File: src/rtl/regfile_write_arbiter.sv
// Round-robin arbiter sharing the register file write port among write-back sources.
// One registered output stage; writes to $zero are consumed and counted, never forwarded.
module regfile_write_arbiter #(
    parameter int NUM_REQ = 3,
    parameter int DATA_W  = 32,
    parameter int ADDR_W  = 5
) (
    input  logic                      clk,
    input  logic                      reset,
    input  logic [NUM_REQ-1:0]        req_valid,
    output logic [NUM_REQ-1:0]        req_ready,
    input  logic [NUM_REQ*ADDR_W-1:0] req_addr,
    input  logic [NUM_REQ*DATA_W-1:0] req_data,
    input  logic                      rf_busy,
    output logic [ADDR_W-1:0]         write_reg,
    output logic [DATA_W-1:0]         write_data,
    output logic                      reg_write,
    output logic [2:0]                grant_id,
    output logic [15:0]               drop_count
);

    localparam int IDX_W = (NUM_REQ > 1) ? $clog2(NUM_REQ) : 1;

    typedef enum logic {
        EMPTY = 1'b0,
        FULL  = 1'b1
    } state_t;

    state_t state;
    state_t next_state;

    logic              out_valid;
    logic              can_accept;
    logic              found;
    logic              take;
    logic              take_zero;
    logic [IDX_W-1:0]  rr_ptr;
    logic [IDX_W-1:0]  gnt_idx;
    logic [IDX_W-1:0]  ptr_next;
    logic [IDX_W:0]    scan;
    logic [ADDR_W-1:0] sel_addr;
    logic [DATA_W-1:0] sel_data;

    logic [ADDR_W-1:0] addr_arr [NUM_REQ];
    logic [DATA_W-1:0] data_arr [NUM_REQ];

    for (genvar g = 0; g < NUM_REQ; g++) begin : g_unpack
        assign addr_arr[g] = req_addr[g*ADDR_W +: ADDR_W];
        assign data_arr[g] = req_data[g*DATA_W +: DATA_W];
    end

    // Scan starts at rr_ptr and wraps; the extra bit in scan holds the unwrapped sum.
    always_comb begin
        found   = 1'b0;
        gnt_idx = '0;
        scan    = '0;
        for (int k = 0; k < NUM_REQ; k++) begin
            scan = {1'b0, rr_ptr} + (IDX_W+1)'(k);
            if (scan >= (IDX_W+1)'(NUM_REQ))
                scan = scan - (IDX_W+1)'(NUM_REQ);
            if (!found && req_valid[scan[IDX_W-1:0]]) begin
                found   = 1'b1;
                gnt_idx = scan[IDX_W-1:0];
            end
        end
    end

    assign sel_addr   = addr_arr[gnt_idx];
    assign sel_data   = data_arr[gnt_idx];
    assign can_accept = !out_valid || !rf_busy;
    assign take       = can_accept && found;
    assign take_zero  = take && (sel_addr == '0);
    assign ptr_next   = (gnt_idx == IDX_W'(NUM_REQ - 1)) ? '0 : gnt_idx + 1'b1;

    always_comb begin
        req_ready = '0;
        if (take)
            req_ready[gnt_idx] = 1'b1;
    end

    always_ff @(posedge clk or posedge reset) begin
        if (reset)
            state <= EMPTY;
        else
            state <= next_state;
    end

    always_comb begin
        next_state = state;
        case (state)
            EMPTY: begin
                if (take && !take_zero)
                    next_state = FULL;
            end
            FULL: begin
                if (!rf_busy)
                    next_state = (take && !take_zero) ? FULL : EMPTY;
            end
            default: next_state = EMPTY;
        endcase
    end

    always_comb begin
        out_valid = (state == FULL);
        reg_write = out_valid;
    end

    // Payload only moves on a real forwarded accept, so it freezes while stalled.
    always_ff @(posedge clk or posedge reset) begin
        if (reset) begin
            write_reg  <= '0;
            write_data <= '0;
            grant_id   <= '0;
        end else if (take && !take_zero) begin
            write_reg  <= sel_addr;
            write_data <= sel_data;
            grant_id   <= 3'(gnt_idx);
        end
    end

    always_ff @(posedge clk or posedge reset) begin
        if (reset)
            rr_ptr <= '0;
        else if (take)
            rr_ptr <= ptr_next;
    end

    always_ff @(posedge clk or posedge reset) begin
        if (reset)
            drop_count <= '0;
        else if (take_zero)
            drop_count <= drop_count + 16'd1;
    end

endmodule
File: config.mk
export PLATFORM = sky130hd
export DESIGN_NAME = regfile_write_arbiter
export DESIGN_NICKNAME = d
export VERILOG_FILES = /design/src/rtl/regfile_write_arbiter.sv
export SDC_FILE = /design/constraint.sdc
export NUM_CORES = 1
export LEC_CHECK = 0
export ABC_CLOCK_PERIOD_IN_PS = 4400
export CORE_UTILIZATION = 40
export CTS_CLUSTER_DIAMETER = 50
export DETAILED_ROUTE_END_ITERATION = 7
export PLACE_DENSITY = 0.83
export SKIP_LAST_GASP = 1
export SLEW_MARGIN = 15
export SYNTH_ARGS = -nofsm -noshare
export SYNTH_HDL_FRONTEND = slang
export SYNTH_SLANG_ARGS = --single-unit
File: constraint.sdc
create_clock -name clk -period 4.4 [get_ports clk]
set_input_delay 0.66 -clock clk [delete_from_list [all_inputs] [get_ports clk]]
set_output_delay 0.66 -clock clk [all_outputs]
set_load 0.005 [all_outputs]
# ---- Yosys cells after proc, flatten, opt, wreduce, memory -nomap -nowiden
# Cells that the tools add are included.
dict set report op_classes {
  add_sub_neg 7
  magnitude_cmp 9
  eq_ne 1
  muxes 28
  bitwise 2
  reduce_logical 13
}
# op count
set op_table {}
lappend op_table {{binary-select mux 32 bit (select 2 bit)} 1}
lappend op_table {{2-to-1 mux 32 bit} 2}
lappend op_table {{adder 16 x 1 -> 16 bit, second input constant} 1}
lappend op_table {{2-to-1 mux 2 bit} 7}
lappend op_table {{less-than comparator 2 x 3 -> 1 bit, second input constant} 4}
lappend op_table {{binary-select mux 5 bit (select 2 bit)} 1}
lappend op_table {{2-to-1 mux 5 bit} 2}
lappend op_table {{2-to-1 mux 1 bit} 9}
lappend op_table {{binary-select mux 1 bit (select 2 bit)} 3}
lappend op_table {{>= comparator 3 x 2 -> 1 bit, second input constant} 2}
lappend op_table {{logical AND 1 bit} 6}
lappend op_table {{subtractor 2 bit, second input constant} 3}
lappend op_table {{logical NOT 1 bit} 5}
lappend op_table {{logical NOT 5 bit} 1}
lappend op_table {{adder 2 x 1 -> 3 bit, second input constant} 1}
lappend op_table {{adder 2 x 2 -> 3 bit, second input constant} 1}
lappend op_table {{>= comparator 3 bit, second input constant} 1}
lappend op_table {{2-to-1 mux 3 bit} 1}
lappend op_table {{inverter 2 -> 3 bit} 1}
lappend op_table {{adder 2 x 1 -> 2 bit, second input constant} 1}
lappend op_table {{demux 1 bit (select 2 bit)} 1}
lappend op_table {{== test 2 bit, second input constant} 1}
lappend op_table {{>= comparator 2 x 1 -> 1 bit, second input constant} 1}
lappend op_table {{>= comparator 2 bit, second input constant} 1}
lappend op_table {{3 further kinds} 3}
dict set report totals {
  reg_bits 58
  in_bits 117
  wordCells 66
}

# ---- Logic depth before layout (Yosys ltp)
dict set report logic_depth {
  depth_word 22
  mapped_depth 15
  ltp_nobuf 11
}

# ---- Worst setup path after synthesis
# OpenSTA, ideal clock, no wires.
dict set report synth_timing {
  path_type {register to output}
  startpoint {register rr_ptr[1]}
  endpoint {output req_ready[0]}
  arrival_ns 2.640
  t_required_ns 3.740
  path_slack_ns 1.100
  path_stages_with_launch 12
  path_buffers 4
  path_cell_list {dfrtp_1 -> inv_1 -> ha_1 -> buf_6 -> mux2i_4 -> mux2i_4 -> o32a_1 -> o21ai_4 -> buf_6 -> clkbuf_1 -> buf_1 -> nor3b_1}
}
dict set report synth_between {
  elab_chain_len 16
  elab_cells_between_ends 34
  cone_classes {add/sub: 5; order compare: 5; mux: 18; reduce/logical: 6}
}
# element line_no
set synth_lines {}
lappend synth_lines {{start, declared} 37} ;# logic [IDX_W-1:0] rr_ptr;
lappend synth_lines {{start signal, assigned} 125} ;# rr_ptr <= ptr_next;
lappend synth_lines {{branches (longest 15 deep; another with adder 2 x 1 -> 3 bit)} -}
lappend synth_lines {{2-to-1 mux 3 bit *} 77} ;# if (take)
lappend synth_lines {{end, declared} 11} ;# output logic [NUM_REQ-1:0] req_ready,
# Every way passes the cells marked *. The select of a mux whose other input is x is not followed.

# ---- Worst setup path after layout
# Same ends and word-level chain as after synthesis.

==> impl_results.md <==
- Combinational family with the most area after synthesis: multiplexers
- WL/cell: 15.64 um
- Max-cap viol count: 0
- Final non-filler cell total: 639
- Layout cells sized above 1: 0.1299
- Crit path kind: register to primary output
- Post-synthesis simple-gate area fraction: 0.1344
- Yosys reg bits: 58
- DIE HEIGHT: 96.29 um
- Final WS setup: 0.4264 ns
- Inserted Diodes: 0
- First-pass DRT Iterations: 4
- Endpoints failing setup: 0
- Post-synthesis xor/xnor area fraction: 0.03695
- Pleak: 0.002461 uW
- Hold violation count in the final report: 0
- CTS resizes: 0
- P&R area growth vs syn: 58.66%
- Number of antenna violations at the first check in global routing: 0
- CP startpoint kind: register
- Inst Count DP: 623
- Cts hold-fix bufs: 0
- Count of pins over their slew limit: 0
- Compound-Gate Fraction of Synth Area: 0.1020
- Hold crit path type: register to register
- Psw: 1501 uW
- Status: complete, no violations
- Setup slack at placement: 0.4267 ns
- Starting Density: 0.4097
- Sequential power share: 0.224
- Hpwl dp: 7513 um
- Clock Pin Slew Worst Setup and Hold Paths: 0.07 ns
- Crit path DAT: 3.31 ns
- Synth cell types: 45
- Htree depth: 3
- Crit. End Element: primary output
- Sw frac: 0.3782
- Int Pwr: 2468 uW
- Die W: 96.29 um
- Via/cell ratio: 5.163
- Clk sinks: 58
- Clock Latency Late Sink: 0.34 ns
- Combinational Power Share: 0.624
- Vias in the first global route: 3,189
- WP data required: 3.74 ns
- Clock period minus worst slack: 3.974 ns
- RSZ-0062 raised after global routing: false
- Die area: 9271 sq um
- Total number of yosys warnings: 0
- Core Footprint: 8678 sq um
- Max Clock Skew: 0.006295 ns
- CTS tree: built
- Placement Rows: 34
- Num ports: 177
- Num CTS Buffers: 9
- Max IR drop VDD: 0.3623 mV
- PortBufs: 175
- Root buffer cell: clkbuf_8
- Global-route wire length before repair: 14,920 um
- RD Place Congestion: 0.9038
- Slew @ Worst Pin: 0.7166 ns
- Synth async-reset ratio: 1.000
- EDFF count, synth: 0
- Avg Synthesized Cell Area: 10.10 sq um
- Synth Flop Type: dfrtp_1
- Post-CTS setup buffers: 0
- Clock buffer depth: 2
- DRT antenna net count: 0
- Net total in the final layout: 648
- Vias: 3,299
- Post-Synthesis Cells: 352
- Post-Syn Nets: 474
- Crit-path max FO: 10
- Relative slew slack: 0.5223
- DRC viols: 0
- Iteration-0 DRC Markers: 170
- Mapped cell area: 3556 sq um
- Fin util: 0.6501
- Power Density: 703.5 nW/um^2
- Clock group share of total power: 0.152
- WL final: 9994 um
- Global route total overflow: 0
- Max reg flops: 32
- Tcrit/Tclk final: 0.9031
- Fin Setup TNS: 0 ns
- Sequential fraction of the synthesis area: 0.4082
- Largest net degree at the start of global routing: 59
- Fmax: 0.2517 GHz
- Multiplexer share of the synthesized area: 0.2512
- Fill count: 700
- Global Route Usage Sum: 0.2140
- Adder-cell share of the synthesized area: 0.01759
[power groups by stage]
stage                     combinational (uW)  clock (uW)  sequential [uW]
after global routing                    2700         637              918
after global placement                  2420           0              885
after CTS                               2500         610              889
after detailed placement                2480           0              896
after floorplan                         1610           0              898
final                                   2480         602              888
[through the flow]
stage / total power, uW / cell area, sq um / hold WS (ns)
4_1_cts: 4000 / 5642 / 0.4937
5_1_grt: 4251 / 5642 / 0.5262
2_1_floorplan: 2509 / 3556 / 0.4681
3_5_place_dp: 3377 / 5400 / 0.4803
3_3_place_gp: 3309 / 5400 / 0.4618
6_report: 3969 / 5642 / 0.4967
[worst paths after layout]
path / slack [ns] / startpoint / endpoint / cells after the start
max reg2reg: 0.58 / rr_ptr[1]$_DFFE_PP0P_ / drop_count[14]$_DFFE_PP0P_ / 11
min: 0.50 / drop_count[8]$_DFFE_PP0P_ / drop_count[8]$_DFFE_PP0P_ / 1
min reg2reg: 0.50 / drop_count[8]$_DFFE_PP0P_ / drop_count[8]$_DFFE_PP0P_ / 1
max: 0.43 / rr_ptr[1]$_DFFE_PP0P_ / req_ready[0] / 8
min in group asynchronous: 0.84 / reset / drop_count[11]$_DFFE_PP0P_ / 3
max in group asynchronous: 3.08 / reset / write_data[3]$_DFFE_PP0P_ / 3
[final cells by class]
class | instances | area [sq um] | area share
multi-input cells | 260 | 1937 | 0.3433
clock inverters | 7 | 117.6 | 0.02085
repair buffers | 183 | 1824 | 0.3234
well taps | 108 | 135.1 | 0.02395
flip-flops and latches | 58 | 1451 | 0.2573
clock buffers | 9 | 123.9 | 0.02196
inverters | 14 | 52.55 | 0.009315
[cells by family after synthesis]
group,count (synthesis)
simple gates,98
fa+ha+maj,5
other cells,1
mux,81
flops,58
xor+xnor,15
buf+inv,34
compound gates,60
[layer usage]
layer  routed length [um]  up-vias  track usage
li1                     -     1586            -
met1                 4107     1547       0.2651
met2                 4964      146       0.3564
met3                  716       20      0.05450
met4                  206        0      0.08209
met5                    0        -            0
[critical path, cell delays in order (launching register included)]
cell and delay, ns:
dfrtp_1 0.41, inv_1 0.12, ha_1 0.41, mux2i_4 0.37
mux2i_4 0.13, o32a_1 0.38, o21ai_4 0.30, nor3b_1 0.30
clkdlybuf4s50_1 0.56
[synthesized netlist by cell type, types with 2 or more instances]
cell      count  area [sq um]
dfrtp_1      58          1451
mux2i_1      45         450.4
nor2_1       44         165.2
a21oi_1      36         180.2
mux2_2       30         337.8
inv_1        14         52.55
nand3_1      13         65.06
nand2_1      12         45.04
xor2_1       10         87.58
and3_1        9         56.30
clkbuf_1      9         33.78
o21ai_0       6         30.03
ha_1          5         62.56
xnor2_1       5         43.79
buf_6         4         45.04
mux2_4        4         60.06
nand4_1       4         25.02
buf_2         3         15.01
buf_4         3         22.52
nand2b_1      3         18.77
nor3_2        3         30.03
o211ai_1      3         22.52
a21oi_2       2         17.52
mux2i_4       2         45.04
nand3b_1      2         15.01
nor3_1        2         10.01
o22a_1        2         17.52
o22ai_1       2         12.51
[layout by cell type, fill, tap and decap left out, drive strengths merged, types with 2 or more instances in the layout]
cell type      Yosys  routed
dfrtp             58      58
bufinv             0       3
clkbuf             9       9
mux2              34      34
xor2              10      10
buf               11       8
xnor2              5       5
nor2              46      46
nand3             13      13
clkinvlp           0       3
clkdlybuf4s50      0     175
and3               9       9
nand3b             2       2
o22a               2       2
ha                 5       5
nand2             12      12
nor3               5       5
nand2b             3       3
nand4              4       4
o22ai              2       2
o211ai             3       3
inv               14      14
a21oi             38      38
o21ai              7       7
mux2i             47      47
(Power assumes the default switching activity.)
